<file path="config.mk">
export PLATFORM = sky130hd
export DESIGN_NAME = mem_arbiter_flat
export DESIGN_NICKNAME = d
export VERILOG_FILES = /design/src/rtl/mips_mem_pkg.sv /design/src/rtl/mem_arbiter_if.sv /design/src/rtl/rr_arb2.sv /design/src/rtl/mem_arbiter.sv /design/src/flat_wrapper.sv
export SDC_FILE = /design/constraint.sdc
export NUM_CORES = 1
export LEC_CHECK = 0
export BUFFER_PORTS_ARGS = -buffer_cell sky130_fd_sc_hd__buf_2
export CORE_MARGIN = 4
export CORE_UTILIZATION = 30
export CTS_CLUSTER_DIAMETER = 80
export CTS_CLUSTER_SIZE = 14
export DETAILED_ROUTE_END_ITERATION = 7
export SYNTH_ARGS = -nofsm -noshare
export SYNTH_HDL_FRONTEND = slang
export SYNTH_HIERARCHICAL = 1
export SYNTH_SLANG_ARGS = --single-unit
</file>
<file path="constraint.sdc">
create_clock -name clk -period 2 [get_ports clk]
set_clock_uncertainty 0.2 [all_clocks]
set_input_delay 0.2 -clock clk [delete_from_list [all_inputs] [get_ports clk]]
set_output_delay 0.2 -clock clk [all_outputs]
set_load 0.01 [all_outputs]
</file>
<file path="src/rtl/mips_mem_pkg.sv">
// Shared definitions for the instruction/data memory arbiter.
// The package holds the FSM state encoding, the grant identities and the default bus widths.
package mips_mem_pkg;

  localparam int DEF_ADDR_W = 32;
  localparam int DEF_DATA_W = 32;

  typedef enum logic [1:0] {
    IDLE   = 2'd0,
    ACCESS = 2'd1,
    DONE   = 2'd2
  } state_e;

  // Identity of the requester that owns the current transaction.
  localparam logic GNT_I = 1'b0;
  localparam logic GNT_D = 1'b1;

endpackage

</file>
<file path="src/rtl/mem_arbiter_if.sv">
// Requester and memory signals of the arbiter, bundled into one interface.
// The slave modport is the arbiter's view; the master modport is the view of the requesters and the memory.
interface mem_arbiter_if #(
  parameter int ADDR_W = 32,
  parameter int DATA_W = 32
);
  logic              i_req;
  logic [ADDR_W-1:0] i_adr;
  logic [DATA_W-1:0] i_rdata;
  logic              i_ack;

  logic              d_req;
  logic              d_we;
  logic [ADDR_W-1:0] d_adr;
  logic [DATA_W-1:0] d_wdata;
  logic [DATA_W-1:0] d_rdata;
  logic              d_ack;

  logic [ADDR_W-1:0] m_adr;
  logic [DATA_W-1:0] m_wdata;
  logic [DATA_W-1:0] m_rdata;
  logic              m_read;
  logic              m_write;

  modport slave (
    input  i_req, i_adr, d_req, d_we, d_adr, d_wdata, m_rdata,
    output i_rdata, i_ack, d_rdata, d_ack, m_adr, m_wdata, m_read, m_write
  );

  modport master (
    output i_req, i_adr, d_req, d_we, d_adr, d_wdata, m_rdata,
    input  i_rdata, i_ack, d_rdata, d_ack, m_adr, m_wdata, m_read, m_write
  );
endinterface

</file>
<file path="src/rtl/rr_arb2.sv">
// Two-way round-robin winner select. It is purely combinational and produces a one-hot grant.
// A lone request wins; on a tie, the requester that was not granted last wins.
module rr_arb2
  import mips_mem_pkg::*;
(
  input  logic       i_req_i,
  input  logic       d_req_i,
  input  logic       last_grant_i,
  output logic [1:0] gnt_o          // [0] = instruction, [1] = data
);

  always_comb begin
    gnt_o = 2'b00;
    if (i_req_i && d_req_i) begin
      gnt_o = (last_grant_i == GNT_D) ? 2'b01 : 2'b10;
    end else if (i_req_i) begin
      gnt_o = 2'b01;
    end else if (d_req_i) begin
      gnt_o = 2'b10;
    end
  end

endmodule

</file>
<file path="src/rtl/mem_arbiter.sv">
// Shares one memory port between instruction fetch and data access using IDLE -> ACCESS -> DONE.
// A request sampled in IDLE (cycle N) is accessed in N+1 and acked in N+2; other requests wait while busy.
module mem_arbiter
  import mips_mem_pkg::*;
#(
  parameter int ADDR_W = DEF_ADDR_W,
  parameter int DATA_W = DEF_DATA_W
) (
  input  logic         clk,
  input  logic         rst,
  mem_arbiter_if.slave bus,
  output logic         busy
);

  state_e            state_q, state_d;
  logic              last_grant_q, last_grant_d;
  logic              win_q, win_d;
  logic              we_q, we_d;
  logic [ADDR_W-1:0] adr_q, adr_d;
  logic [DATA_W-1:0] wdata_q, wdata_d;
  logic [DATA_W-1:0] i_rdata_q, i_rdata_d;
  logic [DATA_W-1:0] d_rdata_q, d_rdata_d;
  logic [1:0]        gnt;

  rr_arb2 u_rr_arb2 (
    .i_req_i      (bus.i_req),
    .d_req_i      (bus.d_req),
    .last_grant_i (last_grant_q),
    .gnt_o        (gnt)
  );

  always_ff @(posedge clk or negedge rst) begin
    if (!rst) begin
      state_q      <= IDLE;
      last_grant_q <= GNT_D;
      win_q        <= GNT_I;
      we_q         <= 1'b0;
      adr_q        <= '0;
      wdata_q      <= '0;
      i_rdata_q    <= '0;
      d_rdata_q    <= '0;
    end else begin
      state_q      <= state_d;
      last_grant_q <= last_grant_d;
      win_q        <= win_d;
      we_q         <= we_d;
      adr_q        <= adr_d;
      wdata_q      <= wdata_d;
      i_rdata_q    <= i_rdata_d;
      d_rdata_q    <= d_rdata_d;
    end
  end

  always_comb begin
    state_d      = state_q;
    last_grant_d = last_grant_q;
    win_d        = win_q;
    we_d         = we_q;
    adr_d        = adr_q;
    wdata_d      = wdata_q;
    i_rdata_d    = i_rdata_q;
    d_rdata_d    = d_rdata_q;
    case (state_q)
      IDLE: begin
        if (gnt[1]) begin
          state_d      = ACCESS;
          last_grant_d = GNT_D;
          win_d        = GNT_D;
          we_d         = bus.d_we;
          adr_d        = bus.d_adr;
          wdata_d      = bus.d_wdata;
        end else if (gnt[0]) begin
          // Instruction fetch is always a read; wdata keeps its old value.
          state_d      = ACCESS;
          last_grant_d = GNT_I;
          win_d        = GNT_I;
          we_d         = 1'b0;
          adr_d        = bus.i_adr;
        end
      end
      ACCESS: begin
        state_d = DONE;
        if (!we_q) begin
          if (win_q == GNT_I) i_rdata_d = bus.m_rdata;
          else                d_rdata_d = bus.m_rdata;
        end
      end
      DONE:    state_d = IDLE;
      default: state_d = IDLE;
    endcase
  end

  // Strobes decode from the state register only, so an async reset kills them at once.
  assign bus.m_adr   = adr_q;
  assign bus.m_wdata = wdata_q;
  assign bus.m_read  = (state_q == ACCESS) && !we_q;
  assign bus.m_write = (state_q == ACCESS) && we_q;
  assign bus.i_ack   = (state_q == DONE) && (win_q == GNT_I);
  assign bus.d_ack   = (state_q == DONE) && (win_q == GNT_D);
  assign bus.i_rdata = i_rdata_q;
  assign bus.d_rdata = d_rdata_q;
  assign busy        = (state_q != IDLE);

endmodule

</file>
<file path="src/flat_wrapper.sv">
// flat-port wrapper written by rule: the top's interface ports become plain ports
module mem_arbiter_flat import mips_mem_pkg::*;
#(
  parameter int ADDR_W = DEF_ADDR_W,
  parameter int DATA_W = DEF_DATA_W
)
  (clk, rst, busy, bus_i_req, bus_i_adr, bus_d_req, bus_d_we, bus_d_adr, bus_d_wdata, bus_m_rdata, bus_i_rdata, bus_i_ack, bus_d_rdata, bus_d_ack, bus_m_adr, bus_m_wdata, bus_m_read, bus_m_write);
  mem_arbiter_if #(.ADDR_W(ADDR_W), .DATA_W(DATA_W)) bus_i ();
  input  logic clk;
  input  logic rst;
  output logic busy;
  input wire logic [$bits(bus_i.i_req)-1:0] bus_i_req;
  input wire logic [$bits(bus_i.i_adr)-1:0] bus_i_adr;
  input wire logic [$bits(bus_i.d_req)-1:0] bus_d_req;
  input wire logic [$bits(bus_i.d_we)-1:0] bus_d_we;
  input wire logic [$bits(bus_i.d_adr)-1:0] bus_d_adr;
  input wire logic [$bits(bus_i.d_wdata)-1:0] bus_d_wdata;
  input wire logic [$bits(bus_i.m_rdata)-1:0] bus_m_rdata;
  output wire logic [$bits(bus_i.i_rdata)-1:0] bus_i_rdata;
  output wire logic [$bits(bus_i.i_ack)-1:0] bus_i_ack;
  output wire logic [$bits(bus_i.d_rdata)-1:0] bus_d_rdata;
  output wire logic [$bits(bus_i.d_ack)-1:0] bus_d_ack;
  output wire logic [$bits(bus_i.m_adr)-1:0] bus_m_adr;
  output wire logic [$bits(bus_i.m_wdata)-1:0] bus_m_wdata;
  output wire logic [$bits(bus_i.m_read)-1:0] bus_m_read;
  output wire logic [$bits(bus_i.m_write)-1:0] bus_m_write;
  assign bus_i.i_req = bus_i_req;
  assign bus_i.i_adr = bus_i_adr;
  assign bus_i.d_req = bus_d_req;
  assign bus_i.d_we = bus_d_we;
  assign bus_i.d_adr = bus_d_adr;
  assign bus_i.d_wdata = bus_d_wdata;
  assign bus_i.m_rdata = bus_m_rdata;
  assign bus_i_rdata = bus_i.i_rdata;
  assign bus_i_ack = bus_i.i_ack;
  assign bus_d_rdata = bus_i.d_rdata;
  assign bus_d_ack = bus_i.d_ack;
  assign bus_m_adr = bus_i.m_adr;
  assign bus_m_wdata = bus_i.m_wdata;
  assign bus_m_read = bus_i.m_read;
  assign bus_m_write = bus_i.m_write;
  mem_arbiter #(.ADDR_W(ADDR_W), .DATA_W(DATA_W)) u_core (.clk(clk), .rst(rst), .bus(bus_i), .busy(busy));
endmodule
</file>
* Yosys cells after proc, flatten, opt, wreduce, memory -nomap -nowiden
Index checks and enable logic that the tools add are counted.
** Word-level totals
- Bits in registers :: 133
- Logic and storage cells :: 38
** Cells by class
- Equality and inequality tests :: 3
- Muxes and demuxes :: 12
- Bitwise logic cells :: 2
- Reduce and logical (&&, ||, !) cells :: 13
** Operators with widths (count)
- two-way mux 32 bit :: 2
- two-way mux 2 bit :: 6
- AND reduction 3 bit :: 2
- logical AND 1 bit :: 5
- case mux 2 bit (2 select lines) :: 1
- AND reduction 2 bit :: 2
- nonzero test 2 bit :: 2
- two-way mux 1 bit :: 3
- != test 3 x 1 -> 1 bit (second input constant) :: 1
- == test 2 x 1 -> 1 bit (second input constant) :: 1
- == test 2 bit (second input constant) :: 1
- logical NOT 2 bit :: 1
- inverter 1 bit :: 2
- logical NOT 1 bit :: 1

* Logic depth before layout (Yosys ltp)
- Depth in word-level cells :: 6
- Gate-level depth with buffers :: 6

* Modules after synthesis
The synthesis kept the hierarchy.
** Modules (own cells, without submodules)
- mem_arbiter :: times used 1, cells an instance 365, area an instance 5346.4 um2, sequential area each 3329.4 um2
- rr_arb2 :: times used 1, cells an instance 3, area an instance 18.8 um2, sequential area each 0.0 um2

* Worst setup path after synthesis
Ideal clock, no wire load.
- Path kind :: reg-to-reg
- Start :: reg u_core.last_grant_q
- End :: reg u_core.wdata_q[23], in the netlist u_core/bus.m_wdata[23]
- Setup time :: 125 ps
- Arrival :: 1429 ps
- Required time :: 1675 ps
- Slack :: 245 ps
- Stages on the path, launching flop included :: 7
- Buffers on the path :: 3
- Cell sequence :: dfstp_2 a21boi_0 buf_2 and2_1 buf_6 buf_6 mux2_4
** Between the ends
- Word-level cells in the longest chain between the ends :: 3
** Ends and longest elaborated chain
- from (decl) :: line mem_arbiter.sv:16 : logic last_grant_q, last_grant_d;
- from (signal assigned) :: line mem_arbiter.sv:44 : last_grant_q <= last_grant_d;
- two-way mux 2 bit :: line rr_arb2.sv:15 : gnt_o = (last_grant_i == GNT_D) ? 2'b01 : 2'b10;
- two-way mux 2 bit :: line rr_arb2.sv:14 : if (i_req_i && d_req_i) begin
- via u_core.gnt[1] :: line mem_arbiter.sv:23 : logic [1:0] gnt;
- AND reduction 2 bit (no line)
- to (signal assigned) :: line mem_arbiter.sv:48 : wdata_q <= wdata_d;
- to (decl) :: line mem_arbiter.sv:20 : logic [DATA_W-1:0] wdata_q, wdata_d;
The timed path passes the listed nets, and every way through them passes these cells.
A chain may end at the register's enable or synchronous reset.

* Final worst setup path
- Start :: reg u_core.state_q[0]
- End :: out busy
** Between the ends
- Word-level cells in the longest chain between the ends :: 1
** Ends and longest elaborated chain
- from (decl) :: line mem_arbiter.sv:15 : state_e state_q, state_d;
- from (signal assigned) :: line mem_arbiter.sv:43 : state_q <= state_d;
- nonzero test 2 bit :: line mem_arbiter.sv:102 : assign busy = (state_q != IDLE);
- to (decl) :: line flat_wrapper.sv:11 : output logic busy;
No other way between the ends.

==> impl_results.rst <==
.. list-table::
   :header-rows: 1

   * - Metric
     - Value
   * - Run status
     - complete, no violations
   * - Clock transition time at the flip-flop clock pins of the worst setup and hold paths
     - roughly 0.060 ns
   * - Initial antenna violation count
     - 0
   * - Hold violation total from the final report
     - 0
   * - Unrepaired setup endpoints after global routing
     - no
   * - Yosys warns
     - 6
   * - Flops & latches, synth
     - around 130
   * - Clock Path Buffers
     - 2
   * - Post-detailed-placement half-perimeter wirelength
     - between 10 and 15 mm
   * - Cell area after technology mapping
     - approximately 0.0054 mm2
   * - Via count
     - about 4,500
   * - # Post-CTS Setup Buffers
     - 0
   * - Peak VDD IR
     - between 0.0007 and 0.0008 V
   * - Aggregate global routing overflow
     - 0
   * - Total inserted antenna cells
     - 0
   * - Setup TNS
     - 0 ns
   * - Number of remaining DRC errors
     - 0
   * - Core area
     - between 0.015 and 0.02 mm2
   * - IO buf count
     - roughly 270
   * - Routing usage on met3
     - between 4 and 5%
   * - Yosys top cell area share
     - about three fifths
   * - Least-Margin Pin Slew
     - 0.345 ns
   * - Highest clock frequency the design can meet
     - 0.527 GHz
   * - Crit Path Max Fanout
     - 33
   * - Category of the worst setup path launch point
     - register
   * - Antenna Nets Post-Route
     - 0
   * - Crit share post-route
     - a little over nine tenths
   * - Mean cell area of the mapped netlist
     - between 10 and 15 um2
   * - Setup crit end kind
     - output pin
   * - Leading cell type by number of instances after synthesis
     - dfrtp_1
   * - Final number of max-transition violations
     - 0
   * - Share of synthesized flip-flops with an asynchronous set or reset
     - 100%
   * - HP Class
     - input port to asynchronous set/reset pin
   * - Biggest area contributors in the synthesized netlist
     - dfrtp_1 (62%), mux2_2 (19%), mux2i_1 (6.0%)
   * - DRT iter0 DRCs
     - ~110
   * - Die Ht
     - around 140 um
   * - Finished Layout Cells
     - 1,010
   * - Clock insertion delay at the later pin of the skew report
     - around 0.4 ns
   * - Fraction of final layout cells with drive strength greater than 1
     - 52.5%
   * - Area added between synthesis and finish
     - 66.4%
   * - Endpoints failing setup
     - 0
   * - Max H-tree Level
     - 4
   * - Via count of the first global-routing pass
     - between 5,000 and 6,000
   * - Dominant synthesized flop cell
     - dfrtp_1
   * - Data required time of the worst path
     - 1.60 ns
   * - Clock sink total
     - 133
   * - Util after Layout
     - just over 50%
   * - Maximum number of pins on one net before global-route repair
     - between 50 and 60
   * - Syn_nets
     - roughly 500
   * - CTS tree
     - built
   * - Leakage component of the power
     - between 4 and 5 nW
   * - Area enclosed by the die boundary
     - approximately 0.020 mm2
   * - Cell at the slowest stage of the critical path
     - dfrtp_2
   * - Post-detailed-route via-to-cell ratio
     - around 4.5
   * - Cell variety after synth
     - 24
   * - Routed WL
     - about 16 mm
   * - Number of placed cells counting well taps
     - between 800 and 900
   * - Number of optimization iterations in the first detailed-route pass
     - 4
   * - Most congested layer reported by global routing
     - met2
   * - Sequential area share after synthesis
     - between 60 and 70%
   * - Global Route met2 Usage
     - 27.6%
   * - DR WL/cell
     - roughly 16 um
   * - Nets@finish
     - 905
   * - FP Rows
     - 48
   * - Starting utilization of the core area
     - between 30% and 40%
   * - Library cell with the largest summed area after synthesis
     - dfrtp_1
   * - Clock Tree Root
     - clkbuf_16
   * - Critical path launch point
     - u_core/state_q[0]
   * - Arrival time reported for the critical path endpoint
     - ~1.5 ns
   * - Synth top cells by count
     - dfrtp_1 (132), mux2_2 (90), o21ai_0 (58)
   * - Buffers plus inverters on the worst setup path
     - 4
   * - Mapped Cells
     - between 300 and 400
   * - Met1 usage
     - 18.7%
   * - Crit Path Category
     - register to output pin
   * - Number of enable-type register cells in the synthesized netlist
     - 0
   * - Worst max-slew margin expressed relative to the limit
     - roughly three quarters
   * - I/O pin count
     - 266
   * - Overall track demand over capacity in global routing
     - between 10% and 20%
   * - Gpl congestion
     - 0.780
   * - Clock buffers created by TritonCTS
     - 17
   * - Wire length of the first global-routing pass
     - roughly 26 mm
   * - Highest cell delay on the worst timing path
     - ~0.44 ns
   * - Critical R2R Launch
     - u_core/last_grant_q
   * - Cell chain of the critical path
     - nor2_2 -> buf_4 -> inv_1 -> buf_6 -> buf_2
   * - X dimension of the die
     - around 140 um
   * - Power density over the cells
     - around 1500 mW/mm2
   * - Number of maximum-capacitance violations
     - 0
   * - Fin crit period
     - about 1.9 ns
   * - Gate family responsible for the most delay along the worst path
     - buffers and inverters
power breakdown:
group          leakage [nW]  switching, mW  internal (mW)  total [mW]
clock                 0.300           1.18           2.02        3.19
sequential             1.59          0.733           4.09        4.82
combinational          2.40           2.60           2.72        5.32
timing repair:
action / CTS / global route
endpoints found under the setup margin: 1 / 1
resized for setup: 1 / 2
hold buffers: 130 / 0
endpoints found under the hold margin: 261 / 0
pin swaps: 0 / 1
placed cells by master, fill, tap and decap left out, types with 2 or more instances in the layout:
cell	instances
buf_2	264
dfrtp_1	131
dlygate4sd3_1	130
mux2_2	90
o21ai_0	58
mux2i_1	32
clkbuf_16	17
buf_4	7
o21ai_1	6
buf_12	5
inv_1	4
mux2_4	4
clkinv_4	3
inv_6	3
bufinv_16	3
clkinv_2	2
buf_6	2
nor2_1	2
mux2_1	2
a21o_1	2
flip-flops by register name (all words and copies together) (netlist names):
signal	cells
u_core/bus.d_rdata	32
u_core/bus.i_rdata	32
u_core/bus.m_adr	32
u_core/bus.m_wdata	32
u_core/state_q	2
u_core/last_grant_q	1
u_core/we_q	1
u_core/win_q	1
routing by layer:
metal / up-vias / wire length [um] / share of wire (%)
met4: 0 / 391 / 2.4
met2: 206 / 8050 / 50
li1: 2124 / - / -
met3: 33 / 1210 / 7.6
met5: - / 0 / 0
met1: 2150 / 6310 / 40
kinds of logic (layout without fill, tap and decap cells):
family,after synthesis,in the layout,share of synthesized area (%)
compound gates,70,70,6.86
flops,133,133,62.1
simple gates,10,10,1.66
buf+inv,27,444,3.03
mux,128,128,26.4
cell type report:
type                            instances  area, um2
Fill cell                            1509       8490
Sequential cell                       133       3330
Timing Repair Buffer                  408       2800
Multi-Input combinational cell        208       1890
Clock buffer                           19        443
Tap cell                              225        282
Clock inverter                         13        171
Inverter                                4       15.0
final timing paths:
path / slack [ns] / cells past startpoint / endpoint
setup / recovery: 0.10 / 5 / busy
hold / removal: 0.03 / 2 / u_core/bus.i_rdata[29]
setup reg to reg: 0.24 / 6 / u_core/bus.m_adr[6]
hold reg to reg: 0.28 / 1 / u_core/bus.i_rdata[6]
max in group asynchronous: 0.96 / 3 / u_core/last_grant_q
min in group clk: 0.15 / 4 / u_core/state_q[0]
metrics by stage:
stage               total power, mW  hold WS [ns]  area, um2  worst slack [ns]
floorplan                      7.73        -0.296       5370             0.245
global placement               9.82        -0.132       7000             0.273
detailed placement             10.0        -0.127       7000             0.232
CTS                            13.5       0.00817       8920           0.00813
global route                   14.2        0.0384       8930            0.0199
finish                         13.3        0.0311       8930             0.102
No activity file was read; power rests on OpenSTA's default activity.
